`src/rtl/serial_subtractor_if.sv`:
```
// Handshake and data bundle for the digit-serial subtractor.
// The requester drives start and the operands. The subtractor returns status and the registered result.
interface serial_subtractor_if #(
    parameter int WIDTH = 16
);
    logic             start;
    logic [WIDTH-1:0] A;
    logic [WIDTH-1:0] B;
    logic             bin;
    logic             busy;
    logic             done;
    logic [WIDTH-1:0] diff;
    logic             borrow_out;
    logic             zero;
    logic             overflow;

    modport master (
        output start, A, B, bin,
        input  busy, done, diff, borrow_out, zero, overflow
    );

    modport slave (
        input  start, A, B, bin,
        output busy, done, diff, borrow_out, zero, overflow
    );
endinterface

```
`src/rtl/serial_subtractor.sv`:
```
// Multi-cycle subtractor: computes A - B - bin one DIGIT-wide slice per cycle, least significant first.
// The borrow ripples between cycles, so no carry path is wider than one digit.
module serial_subtractor #(
    parameter int WIDTH = 16,
    parameter int DIGIT = 4
) (
    input  logic              clk,
    input  logic              reset,
    serial_subtractor_if.slave bus
);
    localparam int STEPS = WIDTH / DIGIT;
    localparam int KW    = (STEPS > 1) ? $clog2(STEPS) : 1;
    localparam int DW    = DIGIT + 1;
    localparam logic [KW-1:0] LAST_K = KW'(STEPS - 1);

    typedef enum logic [1:0] {IDLE, RUN, DONE} state_t;

    state_t           state, state_nx;
    logic [KW-1:0]    k;
    logic [WIDTH-1:0] a_q, b_q, res_q, res_nx;
    logic             borrow_q;
    logic             accept;
    logic [DW-1:0]    d;

    logic             busy_q, done_q, borrow_out_q, zero_q, overflow_q;
    logic [WIDTH-1:0] diff_q;

    // NOTE: every variable written in always_comb gets a default first, so no path can leave one unassigned and infer a latch.
    always_comb begin
        state_nx = state;
        accept   = 1'b0;
        case (state)
            IDLE: if (bus.start) begin
                accept   = 1'b1;
                state_nx = RUN;
            end
            RUN:  if (k == LAST_K) state_nx = DONE;
            DONE: begin
                accept   = bus.start;
                state_nx = bus.start ? RUN : IDLE;
            end
            default: state_nx = IDLE;
        endcase
    end

    always_comb begin
        d = {1'b0, a_q[int'(k)*DIGIT +: DIGIT]}
          - {1'b0, b_q[int'(k)*DIGIT +: DIGIT]}
          - DW'(borrow_q);
        res_nx = res_q;
        res_nx[int'(k)*DIGIT +: DIGIT] = d[DIGIT-1:0];
    end

    // NOTE: state is updated with non-blocking assignments so every flop samples values from before the edge.
    always_ff @(posedge clk) begin
        if (reset) state <= IDLE;
        else       state <= state_nx;
    end

    // NOTE: operand and result registers are reset too, because a reset must leave no trace of a previous operation.
    always_ff @(posedge clk) begin
        if (reset) begin
            k            <= '0;
            a_q          <= '0;
            b_q          <= '0;
            res_q        <= '0;
            borrow_q     <= 1'b0;
            busy_q       <= 1'b0;
            done_q       <= 1'b0;
            diff_q       <= '0;
            borrow_out_q <= 1'b0;
            zero_q       <= 1'b0;
            overflow_q   <= 1'b0;
        end else begin
            busy_q <= (state_nx == RUN);
            done_q <= (state_nx == DONE);
            if (accept) begin
                a_q      <= bus.A;
                b_q      <= bus.B;
                borrow_q <= bus.bin;
                k        <= '0;
            end else if (state == RUN) begin
                res_q    <= res_nx;
                borrow_q <= d[DIGIT];
                k        <= k + KW'(1);
                if (k == LAST_K) begin
                    diff_q       <= res_nx;
                    borrow_out_q <= d[DIGIT];
                    zero_q       <= (res_nx == '0);
                    overflow_q   <= (a_q[WIDTH-1] != b_q[WIDTH-1]) && (res_nx[WIDTH-1] != a_q[WIDTH-1]);
                end
            end
        end
    end

    assign bus.busy       = busy_q;
    assign bus.done       = done_q;
    assign bus.diff       = diff_q;
    assign bus.borrow_out = borrow_out_q;
    assign bus.zero       = zero_q;
    assign bus.overflow   = overflow_q;
endmodule

```
`src/flat_wrapper.sv`:
```
// flat-port wrapper written by rule: the top's interface ports become plain ports
module serial_subtractor_flat 
#(
    parameter int WIDTH = 16,
    parameter int DIGIT = 4
)
  (clk, reset, bus_start, bus_A, bus_B, bus_bin, bus_busy, bus_done, bus_diff, bus_borrow_out, bus_zero, bus_overflow);
  serial_subtractor_if #(.WIDTH(WIDTH)) bus_i ();
  input  logic clk;
  input  logic reset;
  input wire logic [$bits(bus_i.start)-1:0] bus_start;
  input wire logic [$bits(bus_i.A)-1:0] bus_A;
  input wire logic [$bits(bus_i.B)-1:0] bus_B;
  input wire logic [$bits(bus_i.bin)-1:0] bus_bin;
  output wire logic [$bits(bus_i.busy)-1:0] bus_busy;
  output wire logic [$bits(bus_i.done)-1:0] bus_done;
  output wire logic [$bits(bus_i.diff)-1:0] bus_diff;
  output wire logic [$bits(bus_i.borrow_out)-1:0] bus_borrow_out;
  output wire logic [$bits(bus_i.zero)-1:0] bus_zero;
  output wire logic [$bits(bus_i.overflow)-1:0] bus_overflow;
  assign bus_i.start = bus_start;
  assign bus_i.A = bus_A;
  assign bus_i.B = bus_B;
  assign bus_i.bin = bus_bin;
  assign bus_busy = bus_i.busy;
  assign bus_done = bus_i.done;
  assign bus_diff = bus_i.diff;
  assign bus_borrow_out = bus_i.borrow_out;
  assign bus_zero = bus_i.zero;
  assign bus_overflow = bus_i.overflow;
  serial_subtractor #(.WIDTH(WIDTH), .DIGIT(DIGIT)) u_core (.clk(clk), .reset(reset), .bus(bus_i));
endmodule
```
`config.mk`:
```
export PLATFORM = sky130hd
export DESIGN_NAME = serial_subtractor_flat
export DESIGN_NICKNAME = d
export VERILOG_FILES = /design/src/rtl/serial_subtractor_if.sv /design/src/rtl/serial_subtractor.sv /design/src/flat_wrapper.sv
export SDC_FILE = /design/constraint.sdc
export NUM_CORES = 1
export LEC_CHECK = 0
export CAP_MARGIN = 20
export CORE_MARGIN = 3
export CORE_UTILIZATION = 57
export DETAILED_ROUTE_END_ITERATION = 10
export GPL_ROUTABILITY_DRIVEN = 0
export PLACE_DENSITY_LB_ADDON = 0.3
export SLEW_MARGIN = 30
export SYNTH_ARGS = -nofsm -noshare
export SYNTH_HDL_FRONTEND = slang
export SYNTH_SLANG_ARGS = --single-unit
```
`constraint.sdc`:
```
create_clock -name clk -period 9.3 [get_ports clk]
set_input_delay 2.325 -clock clk [delete_from_list [all_inputs] [get_ports clk]]
set_output_delay 2.325 -clock clk [all_outputs]
set_load 0.02 [all_outputs]
```
# Word level (Yosys, flattened, before mapping)
# Cells that the tools add are included.
# totals
inputBits	36
reg_bits	74
out_inout_bits	21
word_cells	44
# classes
n_mux	9
shifts	4
n_addsub	4
reduce_logical	7
bitwise_logic	1
n_eq_ne	7
# op_table
op	n
4-bit negator with 33-bit output	1
4-bit by 33-bit variable shift with 16-bit output, first input constant	1
4-bit by 33-bit variable part select with 16-bit output	1
16-bit by 5-bit variable part select with 4-bit output	2
16-bit bitwise mux	1
16-bit zero test	1
2-bit equality test, second input constant	3
2-bit one-hot mux with 3 select lines	1
4-bit by 4-bit subtractor with 5-bit output	1
5-bit by 1-bit subtractor with 5-bit output	1
2-bit by 1-bit equality test with 1-bit output, second input constant	2
1-bit two-way mux	4
2-bit two-way mux	2
3-bit AND reduction	1
2-bit by 1-bit adder with 2-bit output, second input constant	1
2-bit zero test	1
1-bit inequality test	2
1-bit one-hot mux with 2 select lines	1
2-bit AND reduction	1
2-bit nonzero test	1
2-bit OR reduction	1
1-bit logical AND	1
1-bit inverter	1

# Longest topological paths before layout
# depth
word_depth	7
ltp_mapped	13
ltp_nobuf	11

# Worst setup path after synthesis
# No wires, ideal clock.
# synth_timing
path_type	register -> register
start	reg u_core.k[0]
end	reg u_core.overflow_q, in the netlist u_core.bus.overflow
path_buffers	2
setup_time_ps	91
synth_period_minus_slack_ps	3318
path_slack_ps	5982
arrival_time_ps	3227
path_stages_with_launch	12
required_time_ps	9209
cell_sequence	dfxtp_1 -> buf_6 -> clkbuf_1 -> mux4_2 -> fa_1 -> ha_1 -> nand2b_1 -> a21oi_2 -> xnor2_2 -> a31oi_4 -> or3b_1 -> a311oi_1
# synth_via
elab_chain_len	7
elab_cells_between_ends	12
cone_classes	add/sub (3); eq/ne (2); shift (4); mux (1); reduce/logical (2)
# synth_rtl
item	line_no	source
start, declared	serial_subtractor.sv:19	logic [KW-1:0] k;
start signal, assigned	serial_subtractor.sv:85	k <= k + KW'(1);
16-bit by 5-bit variable part select with 4-bit output, on equally long branches	serial_subtractor.sv:47, serial_subtractor.sv:48	
4-bit by 4-bit subtractor with 5-bit output	serial_subtractor.sv:48	- {1'b0, b_q[int'(k)*DIGIT +: DIGIT]}
5-bit by 1-bit subtractor with 5-bit output	serial_subtractor.sv:49	- DW'(borrow_q);
4-bit by 33-bit variable part select with 16-bit output	serial_subtractor.sv:51	res_nx[int'(k)*DIGIT +: DIGIT] = d[DIGIT-1:0];
16-bit bitwise mux	serial_subtractor.sv:51	
1-bit inequality test	serial_subtractor.sv:90	overflow_q <= (a_q[WIDTH-1] != b_q[WIDTH-1]) && (res_nx[WIDTH-1] != a_q[WIDTH-1]);
1-bit logical AND	serial_subtractor.sv:90	
end signal, assigned	serial_subtractor.sv:90	
end, declared	serial_subtractor.sv:25	logic busy_q, done_q, borrow_out_q, zero_q, overflow_q;
# Several ways; a longest one is shown, not always the timed one.
# A chain may end at the register's enable or synchronous reset.

# Worst setup path in the final report
# layout_timing
start	reg u_core.k[1]
end	reg u_core.zero_q, in the netlist u_core.bus.zero
# layout_via
elab_chain_len	6
elab_cells_between_ends	11
cone_classes	add/sub (3); eq/ne (1); shift (4); mux (1); reduce/logical (2)
# layout_rtl
item	line_no	source
16-bit by 5-bit variable part select with 4-bit output, on equally long branches	serial_subtractor.sv:47, serial_subtractor.sv:48	
4-bit by 4-bit subtractor with 5-bit output	serial_subtractor.sv:48	
5-bit by 1-bit subtractor with 5-bit output	serial_subtractor.sv:49	
4-bit by 33-bit variable part select with 16-bit output	serial_subtractor.sv:51	
16-bit bitwise mux	serial_subtractor.sv:51	
16-bit zero test	serial_subtractor.sv:89	zero_q <= (res_nx == '0);
end signal, assigned	serial_subtractor.sv:89	
end, declared	serial_subtractor.sv:25	
# Several ways; a longest one is shown, not always the timed one.

==> flow_metrics.tcl <==
set metrics [dict create \
    routedWlPerCell_um 14.2 \
    dp_hpwl_mm 4.83 \
    antenna_cells 0 \
    final_cell_mix "dfxtp_1, nand2_1, clkdlybuf4s50_1" \
    initial_core_util 0.596 \
    grt_max_degree 75 \
    drtAntennaViolNets 0 \
    synthCells 384 \
    final_common_cell "dfxtp_1" \
    hold_path.class "reg -> reg" \
    synth_area_um2 3300 \
    num_rows 27 \
    finalCritPeriodShare 0.398 \
    fmaxAchievable_ghz 0.270 \
    crit_arrival_ns 4.01 \
    vdd_ir_drop_max_mv 0.128 \
    yosysWarningCount 0 \
    rsz0062_at_grt "no" \
    drt_wl_total_mm 7.14 \
    drv_slew 0 \
    instances_no_fill 503 \
    dieArea_um2 6740 \
    synth_seq_cells 74 \
    path_cells "mux4_2 > inv_1 > fa_1 > inv_1 > fa_1 > xnor2_1 > a22oi_1 > nand4_1 > a2111oi_0 > a31o_2" \
    worst_pin_slew_ns 0.724 \
    overflow 0 \
    clkLatencyLatePin_ns 0.35 \
    antenna_found_initial 0 \
    port_buffers 56 \
    vias 2795 \
    chipWidth_um 82.1 \
    path_max_fanout 12 \
    slew_headroom 0.517 \
    syn_nets 432 \
    grtUsageTotal 0.230 \
    place_inst 487 \
    cp_top_family "compound AO/OA/AOI/OAI gates" \
    outcome "completed" \
    nFillCells 430 \
    hold_violations 0 \
    grt_pass1_wl_mm 11.6 \
    maxCapViolCount 0 \
    first_iter_violations 178 \
    synth-seq-area-share 0.449 \
    clock_path_buffers 2 \
    cts_setup_buffers 0 \
    crit_required_ns 9.60 \
    crit_path_end_kind "register" \
    finalCriticalPeriod_ns 3.70 \
    synth_area_per_cell_um2 8.59 \
    clkTransAtPathRegs_ns 0.07 \
    drc 0 \
    nets 474 \
    cts_tree "yes" \
    slowest_stage "dfxtp_1" \
    root_buffer "clkbuf_8" \
    path_buf_inv 2 \
    syn2layout_area_growth_pct 24.8 \
    drive_gt1_frac 0.0858 \
    ctsHoldBuffers 0 \
    tns_ns 0 \
    crit_type "reg -> reg" \
    die_h_um 82.1 \
    synth.distinct_cells 40 \
    grt_pass1_vias 2635 \
    p_leak_uw 0.00150 \
    finalSetupViolCount 0 \
    via_per_inst 5.56 \
    first_pass_iters 4 \
    cts_buffers 9 \
    critPathMaxStageDelay_ns 0.75 \
    final_core_util 0.743 \
    cts_resized 0 \
    core_um2 5540 \
    crit_path_start_kind "register" \
    cts.sinks 74 \
    ff2ff_setup_slack_ns 5.60 \
    powerDensity_nw_per_um2 186 \
    h-tree-depth 3 \
    skew_ns 0.00545 \
    ioPinCount 57 \
]
==> where the power goes <==
group | leakage, uW | total [uW] | switching, uW | internal [uW]
logic | 0.000770 | 119 | 67.1 | 51.6
registers | 0.000604 | 340 | 8.37 | 332
clock network | 0.000129 | 308 | 117 | 192
==> layout make-up <==
cell class	instances	area, um^2	share of cell area
Clock buffer	11	151	0.0368
Clock inverter	5	100	0.0243
Inverter	16	60.1	0.0146
Tap cell	72	90.1	0.0219
Multi-Input combinational cell	265	1650	0.400
Sequential cell	74	1480	0.360
Timing Repair Buffer	60	586	0.142
==> cells in the mapped netlist <==
cell       instances  share of area
a2111oi_0          1         0.0027
a22oi_1            5          0.011
o21ai_0            2         0.0030
and2_1             3         0.0057
mux2i_1            1         0.0030
nand2b_1           5         0.0095
inv_1             16          0.018
nor3_1             7          0.011
a211oi_1          26          0.059
a311oi_1           1         0.0027
a41oi_1            2         0.0053
mux4_2             8          0.055
and3_1             1         0.0019
xnor2_2            1         0.0049
clkbuf_1          25          0.028
nand3b_1           1         0.0023
nor4bb_1           1         0.0030
nand3_1            1         0.0015
o22ai_1            2         0.0038
nor3b_1            1         0.0023
a221oi_1           2         0.0053
dfxtp_1           74           0.45
nor2_1            43          0.049
ha_1              10          0.038
a31oi_1            3         0.0057
a31oi_4            1         0.0064
xnor2_1            3         0.0080
buf_6              1         0.0034
a21oi_1           41          0.062
nor2b_1           11          0.021
buf_2              1         0.0015
a32oi_1            2         0.0053
nand4b_1           1         0.0027
or3b_1             1         0.0027
fa_1               2          0.012
a31o_2             1         0.0027
buf_1              2         0.0023
a21oi_2            1         0.0027
nand4_1            3         0.0057
nand2_1           71          0.081
==> layer usage <==
layer,GRT usage,vias up,share of wire
met5,0,-,0
met2,0.389,83,0.50
li1,-,1400,-
met1,0.256,1288,0.41
met3,0.0493,24,0.048
met4,0.159,0,0.037
==> registers in the layout, indices dropped and copies added, names as in the netlist <==
register and count:
u_core.a_q 16, u_core.b_q 16, u_core.bus.diff 16, u_core.res_q 16, u_core.k 2, u_core.state 2, u_core.borrow_q 1, u_core.bus.borrow_out 1
u_core.bus.busy 1, u_core.bus.done 1, u_core.bus.overflow 1, u_core.bus.zero 1
==> per-stage QoR <==
step           instance area [um^2]  total power (uW)  hold slack, ns  setup slack (ns)
2_1_floorplan                  3300               428           0.433              5.98
3_3_place_gp                   3860               460           0.439              5.30
3_5_place_dp                   3870               464           0.445              5.24
4_1_cts                        4120               770           0.455              5.57
5_1_grt                        4120               800           0.472              5.44
6_report                       4120               767           0.455              5.60
==> path summary, 6_finish.rpt <==
| kind | end | startpoint | cells after the start |
|---|---|---|---|
| worst max register to register | u_core.bus.zero$_SDFFE_PP0P_ | u_core.k[1]$_SDFFE_PP0P_ | 10 |
| worst min register to register | u_core.a_q[8]$_SDFFE_PP0P_ | u_core.a_q[8]$_SDFFE_PP0P_ | 2 |
| worst max-delay path | u_core.bus.zero$_SDFFE_PP0P_ | u_core.k[1]$_SDFFE_PP0P_ | 10 |
| worst min-delay path | u_core.a_q[8]$_SDFFE_PP0P_ | u_core.a_q[8]$_SDFFE_PP0P_ | 2 |
==> kinds of logic (layout without fill, tap and decap cells) <==
family,count (synthesis),count (layout),synth area share
compound gates,90,90,0.178
mux,9,9,0.0576
xor+xnor,4,4,0.0129
flops,74,74,0.449
buf+inv,45,92,0.0538
simple gates,150,150,0.198
fa+ha+maj,12,12,0.0501
==> worst reg2reg max path, cell delays in order (launching register included) <==
cell and delay (ns):
dfxtp_1 0.75, mux4_2 0.59, inv_1 0.10, fa_1 0.21, inv_1 0.07, fa_1 0.42, xnor2_1 0.26, a22oi_1 0.34
nand4_1 0.14, a2111oi_0 0.55, a31o_2 0.23
(Power assumes the default switching activity.)
